--- config.mk ---
export PLATFORM = sky130hd
export DESIGN_NAME = ace_line_engine_flat
export DESIGN_NICKNAME = d
export VERILOG_FILES = /design/src/rtl/ace_line_engine_if.sv /design/src/rtl/ace_line_engine.sv /design/src/flat_wrapper.sv
export SDC_FILE = /design/constraint.sdc
export NUM_CORES = 1
export LEC_CHECK = 0
export CORE_AREA = 2 2 111 113
export DETAILED_ROUTE_END_ITERATION = 7
export DIE_AREA = 0 0 113 115
export DONT_BUFFER_PORTS = 1
export HOLD_SLACK_MARGIN = 0.08
export PLACE_DENSITY = 0.4
export SYNTH_ARGS = -nofsm -noshare
export SYNTH_HDL_FRONTEND = slang
export SYNTH_SLANG_ARGS = --single-unit
--- constraint.sdc ---
create_clock -name clk -period 1.34 [get_ports clk]
set_clock_uncertainty 0.05 [all_clocks]
set_input_delay 0.268 -clock clk [delete_from_list [all_inputs] [get_ports clk]]
set_output_delay 0.268 -clock clk [all_outputs]
set_load 0.005 [all_outputs]
--- src/rtl/ace_line_engine_if.sv ---
// Bundle of the line-request, datapath and ACE channel signals of ace_line_engine.
// The engine is the ACE master; the slave modport is the environment's view.
interface ace_line_engine_if #(
  parameter int WIDTH_A    = 32,
  parameter int WIDTH_D    = 32,
  parameter int LINE_WORDS = 4
);
  localparam int IDX = (LINE_WORDS > 1) ? $clog2(LINE_WORDS) : 1;

  // Line request and completion
  logic               req_valid;
  logic               req_ready;
  logic               req_write;
  logic               req_unique;
  logic [WIDTH_A-1:0] req_addr;
  logic               done;
  logic               err;

  // Datapath word ports
  logic [IDX-1:0]     wb_index;
  logic [WIDTH_D-1:0] wb_data;
  logic               fill_we;
  logic [IDX-1:0]     fill_index;
  logic [WIDTH_D-1:0] fill_data;

  // ACE read channels
  logic               AR_VALID;
  logic               AR_READY;
  logic [WIDTH_A-1:0] AR_ADDR;
  logic [7:0]         AR_LEN;
  logic [2:0]         AR_SIZE;
  logic [1:0]         AR_BURST;
  logic [3:0]         AR_SNOOP;
  logic               R_VALID;
  logic               R_READY;
  logic [WIDTH_D-1:0] RDATA;
  logic [3:0]         RRESP;
  logic               R_LAST;

  // ACE write channels
  logic               AW_VALID;
  logic               AW_READY;
  logic [WIDTH_A-1:0] AW_ADDR;
  logic [7:0]         AW_LEN;
  logic [2:0]         AW_SIZE;
  logic [1:0]         AW_BURST;
  logic [2:0]         AW_SNOOP;
  logic               W_VALID;
  logic               W_READY;
  logic [WIDTH_D-1:0] W_DATA;
  logic               W_LAST;
  logic               B_VALID;
  logic               B_READY;
  logic [1:0]         BRESP;

  modport master (
    input  req_valid, req_write, req_unique, req_addr, wb_data,
           AR_READY, R_VALID, RDATA, RRESP, R_LAST,
           AW_READY, W_READY, B_VALID, BRESP,
    output req_ready, done, err, wb_index, fill_we, fill_index, fill_data,
           AR_VALID, AR_ADDR, AR_LEN, AR_SIZE, AR_BURST, AR_SNOOP, R_READY,
           AW_VALID, AW_ADDR, AW_LEN, AW_SIZE, AW_BURST, AW_SNOOP,
           W_VALID, W_DATA, W_LAST, B_READY
  );

  modport slave (
    output req_valid, req_write, req_unique, req_addr, wb_data,
           AR_READY, R_VALID, RDATA, RRESP, R_LAST,
           AW_READY, W_READY, B_VALID, BRESP,
    input  req_ready, done, err, wb_index, fill_we, fill_index, fill_data,
           AR_VALID, AR_ADDR, AR_LEN, AR_SIZE, AR_BURST, AR_SNOOP, R_READY,
           AW_VALID, AW_ADDR, AW_LEN, AW_SIZE, AW_BURST, AW_SNOOP,
           W_VALID, W_DATA, W_LAST, B_READY
  );
endinterface

--- src/rtl/ace_line_engine.sv ---
// Single-outstanding ACE line engine: fills a cache line with ReadShared/ReadUnique
// or writes one back with WriteBack, reporting completion with a done/err pulse.
module ace_line_engine #(
  parameter int WIDTH_A    = 32,
  parameter int WIDTH_D    = 32,
  parameter int LINE_WORDS = 4
) (
  input  logic               clk,
  input  logic               rst_n,
  ace_line_engine_if.master  bus
);

  localparam int                 IDX       = (LINE_WORDS > 1) ? $clog2(LINE_WORDS) : 1;
  localparam int                 OFF       = $clog2(LINE_WORDS * WIDTH_D / 8);
  localparam logic [IDX-1:0]     LAST_IDX  = IDX'(LINE_WORDS - 1);
  localparam logic [WIDTH_A-1:0] ADDR_MASK = ~((WIDTH_A'(1) << OFF) - WIDTH_A'(1));
  localparam logic [7:0]         BURST_LEN = 8'(LINE_WORDS - 1);
  localparam logic [2:0]         BEAT_SIZE = 3'($clog2(WIDTH_D / 8));

  typedef enum logic [2:0] {
    S_IDLE,
    S_AR,
    S_R,
    S_AW,
    S_W,
    S_B,
    S_DONE
  } state_e;

  state_e             r_state;
  logic [IDX-1:0]     r_cnt;
  logic               r_over;
  logic               r_err;
  logic               r_err_out;
  logic               r_done;
  logic               r_req_ready;
  logic               r_ar_valid;
  logic               r_r_ready;
  logic               r_aw_valid;
  logic               r_w_valid;
  logic               r_b_ready;
  logic [WIDTH_A-1:0] r_addr;
  logic               r_unique;

  logic w_accept;
  logic w_r_beat;
  logic w_r_bad;
  logic w_w_hs;
  logic w_at_last;
  logic w_unused_rresp;

  assign w_accept  = bus.req_valid & r_req_ready;
  assign w_r_beat  = r_r_ready & bus.R_VALID;
  assign w_w_hs    = r_w_valid & bus.W_READY;
  assign w_at_last = (r_cnt == LAST_IDX);

  // A beat is bad on a slave error, when it lies past the line, or when the burst ends early.
  assign w_r_bad = (bus.RRESP[1:0] != 2'b00) | r_over | (bus.R_LAST & ~w_at_last);

  // IsShared/PassDirty carry coherence state that this engine does not track.
  assign w_unused_rresp = ^bus.RRESP[3:2];

  always_ff @(posedge clk) begin
    if (!rst_n) begin
      r_state     <= S_IDLE;
      r_cnt       <= '0;
      r_over      <= 1'b0;
      r_err       <= 1'b0;
      r_err_out   <= 1'b0;
      r_done      <= 1'b0;
      r_req_ready <= 1'b0;
      r_ar_valid  <= 1'b0;
      r_r_ready   <= 1'b0;
      r_aw_valid  <= 1'b0;
      r_w_valid   <= 1'b0;
      r_b_ready   <= 1'b0;
      r_addr      <= '0;
      r_unique    <= 1'b0;
    end else begin
      // NOTE: non-blocking defaults first; a later assignment in the same cycle overrides them.
      r_done    <= 1'b0;
      r_err_out <= 1'b0;

      case (r_state)
        S_IDLE: begin
          r_req_ready <= ~w_accept;
          if (w_accept) begin
            r_addr   <= bus.req_addr & ADDR_MASK;
            r_unique <= bus.req_unique;
            r_cnt    <= '0;
            r_over   <= 1'b0;
            r_err    <= 1'b0;
            if (bus.req_write) begin
              r_aw_valid <= 1'b1;
              r_state    <= S_AW;
            end else begin
              r_ar_valid <= 1'b1;
              r_state    <= S_AR;
            end
          end
        end

        S_AR: begin
          if (bus.AR_READY) begin
            r_ar_valid <= 1'b0;
            r_r_ready  <= 1'b1;
            r_state    <= S_R;
          end
        end

        S_R: begin
          if (w_r_beat) begin
            // The counter saturates on the last word; later beats only raise the overflow flag.
            if (!w_at_last) begin
              r_cnt <= r_cnt + 1'b1;
            end else if (!bus.R_LAST) begin
              r_over <= 1'b1;
            end
            if (bus.R_LAST) begin
              r_r_ready <= 1'b0;
              r_done    <= 1'b1;
              r_err_out <= r_err | w_r_bad;
              r_state   <= S_DONE;
            end else begin
              r_err <= r_err | w_r_bad;
            end
          end
        end

        S_AW: begin
          if (bus.AW_READY) begin
            r_aw_valid <= 1'b0;
            r_w_valid  <= 1'b1;
            r_state    <= S_W;
          end
        end

        S_W: begin
          if (w_w_hs) begin
            if (w_at_last) begin
              r_w_valid <= 1'b0;
              r_b_ready <= 1'b1;
              r_state   <= S_B;
            end else begin
              r_cnt <= r_cnt + 1'b1;
            end
          end
        end

        S_B: begin
          if (bus.B_VALID) begin
            r_b_ready <= 1'b0;
            r_done    <= 1'b1;
            r_err_out <= r_err | (bus.BRESP != 2'b00);
            r_state   <= S_DONE;
          end
        end

        S_DONE: begin
          r_req_ready <= 1'b1;
          r_state     <= S_IDLE;
        end

        default: begin
          r_state <= S_IDLE;
        end
      endcase
    end
  end

  assign bus.req_ready = r_req_ready;
  assign bus.done      = r_done;
  assign bus.err       = r_err_out;

  assign bus.AR_VALID = r_ar_valid;
  assign bus.AR_ADDR  = r_addr;
  assign bus.AR_LEN   = BURST_LEN;
  assign bus.AR_SIZE  = BEAT_SIZE;
  assign bus.AR_BURST = 2'b01;
  assign bus.AR_SNOOP = r_unique ? 4'b0111 : 4'b0001;
  assign bus.R_READY  = r_r_ready;

  // The write port is gated by reset so a beat landing in the reset cycle never reaches the line.
  assign bus.fill_we    = rst_n & w_r_beat & ~r_over;
  assign bus.fill_index = r_cnt;
  assign bus.fill_data  = bus.RDATA;

  assign bus.AW_VALID = r_aw_valid;
  assign bus.AW_ADDR  = r_addr;
  assign bus.AW_LEN   = BURST_LEN;
  assign bus.AW_SIZE  = BEAT_SIZE;
  assign bus.AW_BURST = 2'b01;
  assign bus.AW_SNOOP = 3'b011;
  assign bus.W_VALID  = r_w_valid;
  assign bus.W_DATA   = bus.wb_data;
  assign bus.W_LAST   = r_w_valid & w_at_last;
  assign bus.wb_index = r_cnt;
  assign bus.B_READY  = r_b_ready;

endmodule

--- src/flat_wrapper.sv ---
// flat-port wrapper written by rule: the top's interface ports become plain ports
module ace_line_engine_flat 
#(
  parameter int WIDTH_A    = 32,
  parameter int WIDTH_D    = 32,
  parameter int LINE_WORDS = 4
)
  (clk, rst_n, bus_req_valid, bus_req_write, bus_req_unique, bus_req_addr, bus_wb_data, bus_AR_READY, bus_R_VALID, bus_RDATA, bus_RRESP, bus_R_LAST, bus_AW_READY, bus_W_READY, bus_B_VALID, bus_BRESP, bus_req_ready, bus_done, bus_err, bus_wb_index, bus_fill_we, bus_fill_index, bus_fill_data, bus_AR_VALID, bus_AR_ADDR, bus_AR_LEN, bus_AR_SIZE, bus_AR_BURST, bus_AR_SNOOP, bus_R_READY, bus_AW_VALID, bus_AW_ADDR, bus_AW_LEN, bus_AW_SIZE, bus_AW_BURST, bus_AW_SNOOP, bus_W_VALID, bus_W_DATA, bus_W_LAST, bus_B_READY);
  ace_line_engine_if #(.WIDTH_A(WIDTH_A), .WIDTH_D(WIDTH_D), .LINE_WORDS(LINE_WORDS)) bus_i ();
  input  logic clk;
  input  logic rst_n;
  input wire logic [$bits(bus_i.req_valid)-1:0] bus_req_valid;
  input wire logic [$bits(bus_i.req_write)-1:0] bus_req_write;
  input wire logic [$bits(bus_i.req_unique)-1:0] bus_req_unique;
  input wire logic [$bits(bus_i.req_addr)-1:0] bus_req_addr;
  input wire logic [$bits(bus_i.wb_data)-1:0] bus_wb_data;
  input wire logic [$bits(bus_i.AR_READY)-1:0] bus_AR_READY;
  input wire logic [$bits(bus_i.R_VALID)-1:0] bus_R_VALID;
  input wire logic [$bits(bus_i.RDATA)-1:0] bus_RDATA;
  input wire logic [$bits(bus_i.RRESP)-1:0] bus_RRESP;
  input wire logic [$bits(bus_i.R_LAST)-1:0] bus_R_LAST;
  input wire logic [$bits(bus_i.AW_READY)-1:0] bus_AW_READY;
  input wire logic [$bits(bus_i.W_READY)-1:0] bus_W_READY;
  input wire logic [$bits(bus_i.B_VALID)-1:0] bus_B_VALID;
  input wire logic [$bits(bus_i.BRESP)-1:0] bus_BRESP;
  output wire logic [$bits(bus_i.req_ready)-1:0] bus_req_ready;
  output wire logic [$bits(bus_i.done)-1:0] bus_done;
  output wire logic [$bits(bus_i.err)-1:0] bus_err;
  output wire logic [$bits(bus_i.wb_index)-1:0] bus_wb_index;
  output wire logic [$bits(bus_i.fill_we)-1:0] bus_fill_we;
  output wire logic [$bits(bus_i.fill_index)-1:0] bus_fill_index;
  output wire logic [$bits(bus_i.fill_data)-1:0] bus_fill_data;
  output wire logic [$bits(bus_i.AR_VALID)-1:0] bus_AR_VALID;
  output wire logic [$bits(bus_i.AR_ADDR)-1:0] bus_AR_ADDR;
  output wire logic [$bits(bus_i.AR_LEN)-1:0] bus_AR_LEN;
  output wire logic [$bits(bus_i.AR_SIZE)-1:0] bus_AR_SIZE;
  output wire logic [$bits(bus_i.AR_BURST)-1:0] bus_AR_BURST;
  output wire logic [$bits(bus_i.AR_SNOOP)-1:0] bus_AR_SNOOP;
  output wire logic [$bits(bus_i.R_READY)-1:0] bus_R_READY;
  output wire logic [$bits(bus_i.AW_VALID)-1:0] bus_AW_VALID;
  output wire logic [$bits(bus_i.AW_ADDR)-1:0] bus_AW_ADDR;
  output wire logic [$bits(bus_i.AW_LEN)-1:0] bus_AW_LEN;
  output wire logic [$bits(bus_i.AW_SIZE)-1:0] bus_AW_SIZE;
  output wire logic [$bits(bus_i.AW_BURST)-1:0] bus_AW_BURST;
  output wire logic [$bits(bus_i.AW_SNOOP)-1:0] bus_AW_SNOOP;
  output wire logic [$bits(bus_i.W_VALID)-1:0] bus_W_VALID;
  output wire logic [$bits(bus_i.W_DATA)-1:0] bus_W_DATA;
  output wire logic [$bits(bus_i.W_LAST)-1:0] bus_W_LAST;
  output wire logic [$bits(bus_i.B_READY)-1:0] bus_B_READY;
  assign bus_i.req_valid = bus_req_valid;
  assign bus_i.req_write = bus_req_write;
  assign bus_i.req_unique = bus_req_unique;
  assign bus_i.req_addr = bus_req_addr;
  assign bus_i.wb_data = bus_wb_data;
  assign bus_i.AR_READY = bus_AR_READY;
  assign bus_i.R_VALID = bus_R_VALID;
  assign bus_i.RDATA = bus_RDATA;
  assign bus_i.RRESP = bus_RRESP;
  assign bus_i.R_LAST = bus_R_LAST;
  assign bus_i.AW_READY = bus_AW_READY;
  assign bus_i.W_READY = bus_W_READY;
  assign bus_i.B_VALID = bus_B_VALID;
  assign bus_i.BRESP = bus_BRESP;
  assign bus_req_ready = bus_i.req_ready;
  assign bus_done = bus_i.done;
  assign bus_err = bus_i.err;
  assign bus_wb_index = bus_i.wb_index;
  assign bus_fill_we = bus_i.fill_we;
  assign bus_fill_index = bus_i.fill_index;
  assign bus_fill_data = bus_i.fill_data;
  assign bus_AR_VALID = bus_i.AR_VALID;
  assign bus_AR_ADDR = bus_i.AR_ADDR;
  assign bus_AR_LEN = bus_i.AR_LEN;
  assign bus_AR_SIZE = bus_i.AR_SIZE;
  assign bus_AR_BURST = bus_i.AR_BURST;
  assign bus_AR_SNOOP = bus_i.AR_SNOOP;
  assign bus_R_READY = bus_i.R_READY;
  assign bus_AW_VALID = bus_i.AW_VALID;
  assign bus_AW_ADDR = bus_i.AW_ADDR;
  assign bus_AW_LEN = bus_i.AW_LEN;
  assign bus_AW_SIZE = bus_i.AW_SIZE;
  assign bus_AW_BURST = bus_i.AW_BURST;
  assign bus_AW_SNOOP = bus_i.AW_SNOOP;
  assign bus_W_VALID = bus_i.W_VALID;
  assign bus_W_DATA = bus_i.W_DATA;
  assign bus_W_LAST = bus_i.W_LAST;
  assign bus_B_READY = bus_i.B_READY;
  ace_line_engine #(.WIDTH_A(WIDTH_A), .WIDTH_D(WIDTH_D), .LINE_WORDS(LINE_WORDS)) u_core (.clk(clk), .rst_n(rst_n), .bus(bus_i));
endmodule
==> metrics.txt, run 1 <==
outcome complete, but fails checks; failing checks design-rule violations, negative setup slack; WL final 6810 um; Root Driver clkbuf_16; final net count 450; TritonRoute pass-1 iters 7; Reg2Reg Setup Slack -0.13 ns; clk_lat worst skew a little under 0.3 ns; register area share after synthesis 0.303; Power Density 1620 nW/um2; HPWL Detailed 4450 um; Layout fillers approximately 1300; top cell type's share of synthesized area 0.354; initial cell density of the core 0.246; Peak VDD IR 474 uV; Distinct cells, synth between 40 and 50; Post-synth ARST share 0; CP Data Required Time around 1.5 ns; Final setup viols 39; Worst-path clk slew 0.07 ns; CTS H-Tree Depth 2; number of synthesis warnings 0; fmax 681 MHz; Startpoint Class register; drt drc 19; Crit-path slowest cell dfxtp_4; Power Total ~5200 uW; cell breakdown of the critical path nand3b_1, buf_4, nor2_4, buf_12, buf_12, nand2_1, a21oi_2; drt initial violations 86; Leakage 0.00124 uW; dpl cells between 400 and 500; GRT Residual Overflow 0; most common cell in the netlist buf_4; reg-to-reg startpoint u_core.r_state[1]; CP endpoint kind register; final slew viol count 0; worst setup margin -0.129 ns; core area 11800 um2; die height 115 um; Cell Rows 40; DRT antenna net count 0; synthesized area 2910 um2; port bufs 0; vias in the first global route about 1900; Hold WC Path Type in2reg; fin util 0.273; layout cell share with drive strength beyond 1 0.315; DIE WIDTH 113 um; routed vias 2037; commonest cells in the netlist buf_4, nand2_1, dfxtp_1; first-pass GRT wire length 9310 um; total track usage 0.0926; GPL Wtd Cong approximately 0.73; CTS tree yes; pin count of the biggest net entering global routing 31; EDFF count, synth 0; Crit path max-delay family buffers and inverters; # diodes 0; die area between 10000 and 15000 um2; clk buf depth 2; Area contributors post-synth buf_4, dfxtp_1, nand2_1; post-synthesis cell count 370; CP startpoint u_core.r_state[1]; Final Critical Period between 1 and 1.5 ns; RSZ-0062 raised after global routing yes; Worst path max stage delay between 0.3 and 0.4 ns; cell mode on critical path buf_12; DR WL/cell 14.1 um; Syn Area/Cell 7.85 um2; hold path startpoint bus_req_write; fin crit share 1.10; number of synthesized register bits 44; Max Cap Violations 0; Setup CP Type reg2reg; CTS buffer count 5; area grow syn2layout 11.1%; DR vias/cell ~4.2; number of top-level pins 288; max FFs per register 28; CP arrival 1.64 ns; Worst Path Max Fanout 7; ys flop type dfxtp_1; Buf/Inv on CP 3; endpoints failing hold 0; initial antenna violation count 0; Non-Filler Instances 483; post-synth top area cell buf_4; clk sinks 44; setup TNS -3.42 ns
-- per-layer routing --
metal,GRT usage,wire length [um],vias up
li1,-,-,959
met1,0.103,2730,947
met2,0.160,3430,124
met3,0.0432,604,7
met4,0.0268,46,0
met5,0,0,-
-- cell type report --
class                      count  area, um2  share of cell area
tap                          147        184              0.0570
inverter                       5       18.8             0.00581
sequential                    44        896               0.278
timing repair buffer          71        701               0.217
multi-input combinational    208       1280               0.397
clock buffer                   8        146              0.0453
-- path summary, 6_finish.rpt --
kind	to	cells after the start
hold reg to reg	u_core.bus.AR_ADDR[23]	2
setup / recovery	u_core.bus.AR_ADDR[6]	7
setup reg to reg	u_core.bus.AR_ADDR[6]	7
hold / removal	u_core.bus.AW_VALID	2
-- cell usage in the layout (no fill, tap or decap), types with 4 or more instances in the layout --
cell           netlist  routed
a21oi_1             38      18
a21oi_2              0      20
buf_4              137      27
buf_6                2       6
clkbuf_16            0       6
conb_1               2      39
dfxtp_1             44      38
dlygate4sd3_1        0      33
inv_1                4       4
mux2i_1              6       5
nand2_1             67      51
nand2_2              0      13
nand3_1              6       6
nor2_1               7       6
-- report_power, final --
| group | total (uW) | leakage (uW) | internal [uW] | switching, uW |
|---|---|---|---|---|
| registers | 1770 | 0.000361 | 1540 | 235 |
| clock network | 1260 | 0.0000712 | 745 | 511 |
| logic | 2210 | 0.000808 | 1100 | 1110 |
| total | 5240 | 0.00124 | 3380 | 1860 |
-- per-stage QoR --
stage | setup slack, ns | hold WS [ns] | area [um2]
detailed placement | -0.169 | 0.342 | 2370
finish | -0.129 | 0.118 | 3230
CTS | -0.100 | 0.120 | 2920
global placement | -0.108 | 0.341 | 2370
global route | -0.216 | 0.144 | 3230
floorplan | -0.0106 | 0.334 | 3070
-- cell families after synthesis --
logic type | Yosys count | share of synthesized area
compound gates | 55 | 0.113
xor+xnor | 1 | 0.00302
fa+ha+maj | 2 | 0.00861
buf+inv | 155 | 0.385
flops | 44 | 0.303
mux | 6 | 0.0207
other cells | 2 | 0.00258
simple gates | 105 | 0.164
-- repair_timing --
action,CTS,global route
setup buffers,0,4
pin swaps,9,34
hold buffers,33,0
gates cloned,1,2
endpoints found under the setup margin,42,45
hold endpoints to repair,39,0
resized for setup,17,63
Power figures use the tool's default switching activity.
==> inputs of run 2 (changes only) <==
HOLD_SLACK_MARGIN = 0.15   (was 0.08)
==> metrics.txt, run 2 (synthesized netlist as in run 1, its figures left out) <==
outcome complete, but fails checks (unchanged); failing checks design-rule violations, negative setup slack (unchanged); CTS H-Tree Depth 2 (unchanged); TritonRoute pass-1 iters 7 (unchanged); sequential share of power 0.341 (was 0.338); GRT Residual Overflow 0 (unchanged); fmax 683 MHz (was 681 MHz); cell breakdown of the critical path nand3b_1, buf_4, nor2_4, buf_12, buf_12, nand2_1, a21oi_2 (unchanged); Final setup viols 37 (was 39); CP Data Required Time 1.51 ns (about the same); layout cell share with drive strength beyond 1 0.289 (was 0.315); Pint 3360 uW (was 3380 uW); CTS buffer count 5 (unchanged); Buf/Inv on CP 3 (unchanged); clk sinks 44 (unchanged); drt drc 19 (unchanged); max FFs per register 28 (unchanged); Power Density 1610 nW/um2 (was 1620 nW/um2); pin count of the biggest net entering global routing 31 (unchanged); DP Area 2370 um2 (unchanged); Peak VDD IR 473 uV (was 474 uV); Final Critical Period 1.47 ns (about the same); combinational power share 0.417 (was 0.422); DR vias/cell 4.19 (was 4.22); drt initial violations 59 (was 86); Hold WC Path Type in2reg (unchanged); Crit-path slowest cell dfxtp_4 (unchanged); WHS 0.166 ns (was 0.118 ns); Clock power frac 0.242 (was 0.240); total track usage 0.0944 (was 0.0926); first-pass GRT wire length 9540 um (was 9310 um); clk_lat worst skew 0.29 ns (about the same); finished layout cell area 3230 um2 (about the same); Max Cap Violations 0 (unchanged); DIE WIDTH 113 um (unchanged); cell mode on critical path buf_12 (unchanged); die area 13000 um2 (unchanged); clk buf depth 2 (unchanged); initial cell density of the core 0.246 (unchanged); core area 11800 um2 (unchanged); DR WL/cell 14.2 um (was 14.1 um); commonest non-fill, non-tap cell in the layout nand2_1 (unchanged); die height 115 um (unchanged); Setup CP Type reg2reg (unchanged); Worst path max stage delay 0.37 ns (about the same); Startpoint Class register (unchanged); WL final 6900 um (was 6810 um); GPL Wtd Cong 0.734 (unchanged); Net Sw Power 1840 uW (was 1860 uW); DRT antenna net count 0 (unchanged); Root Driver clkbuf_16 (unchanged); CP endpoint kind register (unchanged); vias in the first global route 1934 (was 1881); Crit path max-delay family buffers and inverters (unchanged); # diodes 0 (unchanged); endpoints failing hold 0 (unchanged); routed vias 2036 (was 2037); Leakage 0.00124 uW (about the same); most frequent cells in the layout nand2_1, conb_1, dfxtp_1 (unchanged); switching share of power 0.353 (was 0.355); final slew viol count 0 (unchanged); initial antenna violation count 0 (unchanged); worst setup margin -0.125 ns (was -0.129 ns); CP arrival 1.64 ns (about the same); RSZ-0062 raised after global routing yes (unchanged); CTS tree yes (unchanged); Worst Path Max Fanout 7 (unchanged); Cell Rows 40 (unchanged); Worst-path clk slew 0.07 ns (about the same); number of top-level pins 288 (unchanged); area grow syn2layout 11.2% (was 11.1%); final net count 453 (was 450); fin crit share 1.09 (was 1.10); port bufs 0 (unchanged); HPWL Detailed 4450 um (unchanged)
## run 2: cell count changes in the layout (fill, tap and decap cells not counted), sizes merged
| cell | previous run | this run |
|---|---|---|
| buf | 37 | 36 |
| dlygate4sd3 | 33 | 37 |
## run 2: power by group through the flow
stage,clock (uW),combinational (uW),sequential [uW]
floorplan,0,1550,1710
global placement,0,1520,1770
detailed placement,0,1540,1780
CTS,1340,1750,1760
global route,1380,2380,1810
finish,1260,2170,1770
## run 2: repair_timing
| item | CTS | global route |
|---|---|---|
| buffers inserted | 0 | 3 |
| hold buffers | 37 | 0 |
| endpoints found under the setup margin | 42 | 45 |
| pin swaps | 9 | 32 |
| hold endpoints to repair | 42 | 0 |
| gates cloned | 1 | 2 |
| resized for setup | 17 | 54 |
## run 2: final timing paths
| check | start | end | slack [ns] | cells past startpoint |
|---|---|---|---|---|
| worst max-delay path | u_core.r_state[1] | u_core.bus.AR_ADDR[6] | -0.13 | 7 |
| worst min-delay path | bus_req_write | u_core.bus.AR_VALID | 0.17 | 2 |
| worst max register to register | u_core.r_state[1] | u_core.bus.AR_ADDR[6] | -0.13 | 7 |
| worst min register to register | u_core.bus.AR_ADDR[23] | u_core.bus.AR_ADDR[23] | 0.45 | 2 |
## run 2: cell type report
| cell class | count | area (um2) |
|---|---|---|
| clock buffer | 8 | 146 |
| multi-input combinational | 208 | 1260 |
| timing repair buffer | 74 | 729 |
| inverter | 5 | 18.8 |
| tap | 147 | 184 |
| sequential | 44 | 896 |
| fill | 1291 | 8580 |
## run 2: per-stage QoR
| stage | power, uW | setup WS [ns] | util | setup TNS, ns | instances |
|---|---|---|---|---|---|
| 6_report | 5190 | -0.125 | 0.274 | -3.24 | 486 |
| 5_1_grt | 5570 | -0.218 | 0.274 | -6.46 | 486 |
| 4_1_cts | 4840 | -0.100 | 0.251 | -2.92 | 481 |
| 3_5_place_dp | 3320 | -0.169 | 0.201 | -5.23 | 435 |
| 3_3_place_gp | 3300 | -0.108 | 0.201 | -3.23 | 435 |
| 2_1_floorplan | 3260 | -0.0106 | - | -0.0162 | 407 |
## run 2: metal layers
metal | routed length, um | vias to the layer above | part of all wire | GRT usage
met1 | 2790 | 938 | 0.40 | 0.105
li1 | - | 966 | - | -
met2 | 3460 | 123 | 0.50 | 0.162
met5 | 0 | - | 0 | 0
met4 | 71 | 0 | 0.010 | 0.0317
met3 | 576 | 9 | 0.084 | 0.0427
## run 2: worst reg2reg max path, cell delays in order, from the launching register on
cell	delay, ns
dfxtp_4	0.37
nand3b_1	0.21
buf_4	0.17
nor2_4	0.11
buf_12	0.15
buf_12	0.13
nand2_1	0.08
a21oi_2	0.12
==> inputs of run 3 (changes only) <==
CORE_AREA = 2 2 112 114   (was 2 2 111 113)
DIE_AREA = 0 0 114 116   (was 0 0 113 115)
==> metrics.txt, run 3 (synthesized netlist as in run 1, its figures left out) <==
reg-to-reg startpoint u_core.bus.fill_index[0] (was u_core.r_state[1]); HPWL Detailed 4680 um (was 4450 um); Max Cap Violations 0 (unchanged); hold worst-path end u_core.bus.done (was u_core.bus.AR_VALID); clk sinks 44 (unchanged); drt initial violations 49 (was 59); Final Critical Period 1.49 ns (was 1.47 ns); die height 116 um (was 115 um); Setup WS pre-CTS -0.0953 ns (was -0.169 ns); FF-to-FF path depth 6 (was 7); GPL Wtd Cong 0.703 (was 0.734); CTS H-Tree Depth 2 (unchanged); Leakage 0.00133 uW (was 0.00124 uW); # diodes 0 (unchanged); fin crit share 1.11 (was 1.09); endpoints failing hold 0 (unchanged); most frequent cells in the layout nand2_1, conb_1, dfxtp_1 (unchanged); DIE WIDTH 114 um (was 113 um); TritonRoute pass-1 iters 4 (was 7); Setup CP Type reg2out (was reg2reg); worst setup margin -0.146 ns (was -0.125 ns); clk buf depth 2 (unchanged); Peak VDD IR 589 uV (was 473 uV); CP Data Required Time 1.02 ns (was 1.51 ns); Power Density 1590 nW/um2 (was 1610 nW/um2); initial cell density of the core 0.244 (was 0.246); Power Total 5330 uW (was 5190 uW); vias in the first global route 1975 (was 1934); Startpoint Class register (unchanged); number of top-level pins 288 (unchanged); layout cell share with drive strength beyond 1 0.330 (was 0.289); final slew viol count 0 (unchanged); Final setup viols 37 (unchanged); DR vias/cell 4.23 (was 4.19); Reg2Reg Setup Slack -0.12 ns (was -0.13 ns); Hold WC Path Type in2reg (unchanged); finished layout cell area 3350 um2 (was 3230 um2); CTS buffer count 5 (unchanged); port bufs 0 (unchanged); pin count of the biggest net entering global routing 19 (was 31); CP arrival 1.17 ns (was 1.64 ns); total track usage 0.101 (was 0.0944); DR WL/cell 14.2 um (about the same); outcome complete, but fails checks (unchanged); Root Driver clkbuf_16 (unchanged); die area 13200 um2 (was 13000 um2); RSZ-0062 raised after global routing yes (unchanged); Cell Rows 40 (unchanged); area grow syn2layout 15.4% (was 11.2%); Worst Path Max Fanout 2 (was 7); routed vias 2082 (was 2036); DP Area 2420 um2 (was 2370 um2); Worst path max stage delay 0.34 ns (was 0.37 ns); initial antenna violation count 0 (unchanged); setup TNS -2.46 ns (was -3.24 ns); DRT antenna net count 0 (unchanged); Reg-to-Reg End u_core.bus.fill_index[0] (was u_core.bus.AR_ADDR[6]); core area 11900 um2 (was 11800 um2); GRT Residual Overflow 0 (unchanged); Crit-path slowest cell dfxtp_2 (was dfxtp_4); Worst-path clk slew 0.06 ns (was 0.07 ns); CP endpoint kind output port (was register); WL final 6990 um (was 6900 um); fin util 0.281 (was 0.274); CTS tree yes (unchanged); drt drc 0 (was 19); cell mode on critical path buf_6 (was buf_12); Worst Hold Depth 2 (unchanged); cell breakdown of the critical path ha_4, buf_6, and2_4, buf_6 (was nand3b_1, buf_4, nor2_4, buf_12, buf_12, nand2_1, a21oi_2); fmax 673 MHz (was 683 MHz); Crit path max-delay family flip-flops (was buffers and inverters); final net count 459 (was 453); max FFs per register 28 (unchanged); failing checks negative setup slack (was design-rule violations, negative setup slack); clk_lat worst skew 0.29 ns (about the same); Buf/Inv on CP 2 (was 3); hold path startpoint rst_n (was bus_req_write); commonest non-fill, non-tap cell in the layout nand2_1 (unchanged); first-pass GRT wire length 9930 um (was 9540 um)
## run 3: cell count changes in the layout (fill, tap and decap cells not counted), moves of 4 or more
cell           change
buf_4              +5
buf_6              +4
nand2_4            +6
nand2_1            -4
dlygate4sd3_1      -4
## run 3: routing by layer
metal  track usage  up-vias  routed length, um
met5             0        -                  0
met4        0.0431        0                106
met3        0.0492       13                707
met2         0.171      131               3410
met1         0.106      960               2760
li1              -      978                  -
## run 3: final cells by class
type,instances,area (um2)
Inverter,5,18.8
Multi-Input combinational cell,208,1310
Clock buffer,8,146
Tap cell,147,184
Sequential cell,44,896
Timing Repair Buffer,80,800
Fill cell,1289,8560
## run 3: worst max-delay path by stage
stage / from / endpoint / slack [ns] / cells after the start
after floorplan: u_core.r_state[2] / u_core.bus.AR_VALID / -0.01 / 6
after global placement: u_core.r_state[0] / u_core.bus.err / -0.07 / 6
after detailed placement: u_core.r_state[0] / u_core.bus.err / -0.1 / 6
after CTS: u_core.bus.fill_index[0] / bus_W_LAST / -0.15 / 4
after global routing: u_core.bus.fill_index[0] / u_core.bus.fill_index[1] / -0.20 / 6
final: u_core.bus.fill_index[0] / bus_W_LAST / -0.15 / 4
## run 3: what timing repair did
item                       CTS  global route
hold endpoints to repair    41             0
hold buffers                33             0
gates resized for setup     40            49
setup endpoints to repair   39            46
pin swaps                   20            24
setup buffers               10             1
cloned                       2             0
## run 3: report_power, final
group	switching, uW	internal (uW)	leakage, uW
combinational	1130	1180	0.000901
sequential	227	1540	0.000361
clock	517	745	0.0000712
## run 3: per-stage QoR
stage / instances / hold WS, ns
after floorplan: 407 / 0.334
after global placement: 439 / 0.341
after detailed placement: 439 / 0.345
after CTS: 492 / 0.167
after global routing: 492 / 0.163
final: 492 / 0.166
## run 3: worst register-to-register path, cell delays in order (launching register included)
cell	delay, ns
dfxtp_2	0.34
ha_4	0.17
buf_6	0.12
nor2_4	0.06
a32oi_1	0.11
a311oi_2	0.31
mux2i_1	0.23
